**src/rtl/io_read_port_buffer.sv**
```systemverilog
// Per-port read buffer: valid/ready producer side, head-word + full-bit Datapath read side.
// Optional feature macro: IO_READ_BUFFER_UNDERFLOW_COUNT_EN adds an 8-bit saturating underflow_count output.
module io_read_port_buffer #(
  parameter int WORD_WIDTH = 36,
  parameter int DEPTH      = 4,
  parameter int ADDR_WIDTH = 2
) (
  input  logic                  clock,
  input  logic                  reset_n,
  input  logic [WORD_WIDTH-1:0] in_data,
  input  logic                  in_valid,
  output logic                  in_ready,
  input  logic                  io_rden,
  output logic [WORD_WIDTH-1:0] io_read_data,
  output logic                  io_read_EF,
`ifdef IO_READ_BUFFER_UNDERFLOW_COUNT_EN
  output logic [7:0]            underflow_count,
`endif
  output logic [ADDR_WIDTH:0]   fill_level
);

  localparam logic [ADDR_WIDTH:0]   FULL_COUNT = (ADDR_WIDTH+1)'(DEPTH);
  localparam logic [ADDR_WIDTH:0]   CNT_ONE    = (ADDR_WIDTH+1)'(1);
  localparam logic [ADDR_WIDTH-1:0] PTR_ONE    = ADDR_WIDTH'(1);

  logic [WORD_WIDTH-1:0] mem [DEPTH];
  logic [ADDR_WIDTH-1:0] rd_ptr;
  logic [ADDR_WIDTH-1:0] wr_ptr;
  logic [ADDR_WIDTH:0]   count;
  logic                  push;
  logic                  pop;

  // Status outputs come from the registered count only, so no input reaches an output combinationally.
  assign in_ready     = (count != FULL_COUNT);
  assign io_read_EF   = (count != '0);
  assign fill_level   = count;
  assign io_read_data = (count != '0) ? mem[rd_ptr] : '0;

  assign push = in_valid & in_ready;
  assign pop  = io_rden & io_read_EF;

  // Storage is not cleared on reset; an empty count already masks stale entries.
  always_ff @(posedge clock) begin
    if (reset_n && push) begin
      mem[wr_ptr] <= in_data;
    end
  end

  always_ff @(posedge clock) begin
    if (!reset_n) begin
      rd_ptr <= '0;
      wr_ptr <= '0;
      count  <= '0;
    end else begin
      if (push) begin
        wr_ptr <= wr_ptr + PTR_ONE;
      end
      if (pop) begin
        rd_ptr <= rd_ptr + PTR_ONE;
      end
      case ({push, pop})
        2'b10:   count <= count + CNT_ONE;
        2'b01:   count <= count - CNT_ONE;
        default: count <= count;
      endcase
    end
  end

`ifdef IO_READ_BUFFER_UNDERFLOW_COUNT_EN
  // Counts read requests made while nothing was available, sticking at the top value.
  always_ff @(posedge clock) begin
    if (!reset_n) begin
      underflow_count <= '0;
    end else if (io_rden && !io_read_EF && (underflow_count != 8'hFF)) begin
      underflow_count <= underflow_count + 8'd1;
    end
  end
`endif

endmodule
```
**config.mk**
```make
export PLATFORM = sky130hd
export DESIGN_NAME = io_read_port_buffer
export DESIGN_NICKNAME = d
export VERILOG_FILES = /design/src/rtl/io_read_port_buffer.sv
export SDC_FILE = /design/constraint.sdc
export NUM_CORES = 1
export LEC_CHECK = 0
export ABC_AREA = 1
export CAP_MARGIN = 30
export CORE_MARGIN = 2
export CORE_UTILIZATION = 51
export CTS_BUF_LIST = sky130_fd_sc_hd__clkbuf_4 sky130_fd_sc_hd__clkbuf_8
export DETAILED_ROUTE_END_ITERATION = 10
export PLACE_DENSITY = 0.88
export SKIP_CTS_REPAIR_TIMING = 1
export SLEW_MARGIN = 5
export SYNTH_ARGS = -nofsm -noshare
export SYNTH_HDL_FRONTEND = slang
export SYNTH_SLANG_ARGS = --single-unit
```
**constraint.sdc**
```tcl
create_clock -name clock -period 2.75 [get_ports clock]
set_input_delay 0.6875 -clock clock [delete_from_list [all_inputs] [get_ports clock]]
set_output_delay 0.6875 -clock clock [all_outputs]
set_load 0.01 [all_outputs]
```
==> impl_metrics.ini <==
[run_status]
outcome = finished, final reports clean

[global_routing]
antenna_found_initial = 0
grt_max_degree = 37
grt.overflow.total = 0
grtUsageTotal_pct = 20.93
grt_pass1_wl_um = 20470
grt_pass1_vias = 4109

[layout]
fin_util_pct = 64.87
diodes = 0
fin_nets = 634
register_area_mm2 = 0.004511
layoutNonFillerInstCount = 748
final_area_mm2 = 0.007727
area_growth_pct = 25.32
drive_gt1_share_pct = 10.48
fillers = 803
multi_input_area_mm2 = 0.001378

[critical_path]
critical_path_class = reg -> out
crit_arrival_ns = 1.91
end_kind = output port
cp_max_fo = 31
cp-start-kind = flop
critical_path_required_ns = 2.06

[sta]
setup-tns-final_ns = 0
max_freq_mhz = 384.7
grt_setup_unrepaired = false
slew_headroom_pct = 73.86
hold_violations = 0
final-setup-viol-count = 0
fin_crit_sh_pct = 94.51
fin_crit_ns = 2.599
finalWorstSetupSlack_ns = 0.1508
fin_skew_ns = 0.01348
worst_pin_slew_ns = 0.3912
slew_viol_final = 0
hold_slack_ns = 0.5246

[routing]
dr_total_vias = 4175
drc = 0
wl_per_cell_um = 18.68
via_per_inst = 5.582
wirelength_um = 13980
drtIter0Drc = 432
drtPass1Iterations = 5
ant_nets = 0

[synthesis]
netlist_instances = 496
yosys.cell_types.count = 22
syn_area_mm2 = 0.006166
synth_nets = 542
ys_seq_area_share_pct = 73.05
avgSynthCellArea_um2 = 12.43
ys_warn_count = 0
yosysTopAreaCell = edfxtp_1
synth.top_cells.by_area = edfxtp_1 70%, nor2_1 9.5%, o21ai_1 5.3%
ys_ff_latch = 153
synth_top_area_share_pct = 70.13

[cts]
htree_num_levels = 4
clk_path_buf_depth = 2
insertion_delay_ns = 0.45
clkSinkCount = 153
clk_pin_slew_worst_paths_ns = 0.08
cts_buffers = 17
root_buffer = clkbuf_8
cts_tree = yes

[place]
dpl_worst_slack_ns = 0.2358
dp_cells = 715
io_buffers = 80
gp_congestion = 0.8366
hpwlAfterDp_um = 8202
place_area_mm2 = 0.007126

[flow_run]
drv_cap = 0

[pwr]
p_total_mw = 6.991
peakVddDrop_mv = 0.6085
p_leak_nw = 3.136
power_density_mw_per_mm2 = 904.7

[die]
fp-row-count = 40
dieArea_mm2 = 0.01299
core_area_mm2 = 0.01191
fp.dieW_um = 114.0
die_h_um = 114.0
start_util_pct = 51.76
ios = 81

[hold_path]
hold_path_class = reg -> reg
## layer usage
layer | vias to the layer above | GRT usage (%) | wire length (um)
li1 | 1914 | - | -
met2 | 242 | 35.91 | 7270
met5 | - | 0 | 0
met4 | 0 | 8.618 | 268
met3 | 26 | 4.410 | 1306
met1 | 1993 | 25.97 | 5129
## cells in the final DEF (no fill, tap or decap)
cell type / netlist / routed
nand2_2: 1 / 1
clkdlybuf4s50_1: 0 / 44
inv_1: 17 / 17
o21ai_1: 65 / 65
nand2_1: 14 / 14
nor2_4: 0 / 4
nand3_1: 4 / 4
fa_1: 1 / 1
ha_1: 5 / 5
clkbuf_8: 0 / 17
buf_4: 1 / 10
o21ai_0: 9 / 9
clkbuf_4: 0 / 3
a21boi_2: 1 / 1
clkinv_2: 0 / 1
dlymetal6s2s_1: 0 / 36
dfxtp_2: 0 / 2
dfxtp_1: 9 / 6
clkinv_1: 0 / 2
nor2_2: 2 / 2
clkbuf_16: 0 / 1
dfxtp_4: 0 / 1
edfxtp_1: 144 / 144
nand3b_1: 1 / 1
buf_8: 2 / 1
buf_12: 5 / 6
nor2_1: 156 / 152
a21oi_2: 0 / 1
bufinv_16: 0 / 4
clkinv_8: 0 / 1
inv_8: 0 / 1
clkinvlp_4: 0 / 3
inv_6: 0 / 3
a21oi_1: 39 / 38
## worst max-delay path, stage by stage (launching register included)
cell and delay, ns:
dfxtp_4 0.47, clkinv_8 0.18, buf_12 0.20, o21ai_0 0.25, a21oi_1 0.14, dlymetal6s2s_1 0.21
## area by class of cell
cell class / instances / share of cell area (%)
Multi-Input combinational cell: 298 / 17.83
Sequential cell: 153 / 58.37
Timing Repair Buffer: 98 / 14.57
Inverter: 20 / 1.295
Clock inverter: 12 / 2.234
Clock buffer: 20 / 3.319
Tap cell: 147 / 2.380
## where the power goes
group | internal, mW | switching (mW)
logic | 1.02 | 1.36
clock network | 1.02 | 0.808
registers | 2.70 | 0.0881
## synth_stat cells, drive strengths merged
library cell and count:
nor2 158, edfxtp 144, o21ai 74, a21oi 39
buf 23, inv 20, nand2 15, dfxtp 9
ha 5, nand3 4, clkbuf 2, a21boi 1
fa 1, nand3b 1
## path summary, 6_finish.rpt
kind,start,endpoint,slack (ns),depth (start not counted)
worst min register to register,rd_ptr[1],flop,0.52,2
worst min-delay path,rd_ptr[1],flop,0.52,2
worst max-delay path,flop,io_read_data[13],0.15,5
worst max register to register,fill_level[1],fill_level[2],0.86,11
## sequential cells by signal, summed over array words and instances (netlist names), named ones only
register,cells
fill_level,3
mem,144
wr_ptr,2
rd_ptr,2
## logic make-up after synthesis
logic type,count (synthesis),share of synthesized area (%)
AND/OR/NAND/NOR,178,11.10
adder cells (fa/ha/maj),6,1.339
buffers and inverters,45,5.154
flip-flops,153,73.05
AO/OA/AOI/OAI,114,9.355
No activity file was read; power rests on OpenSTA's default activity.
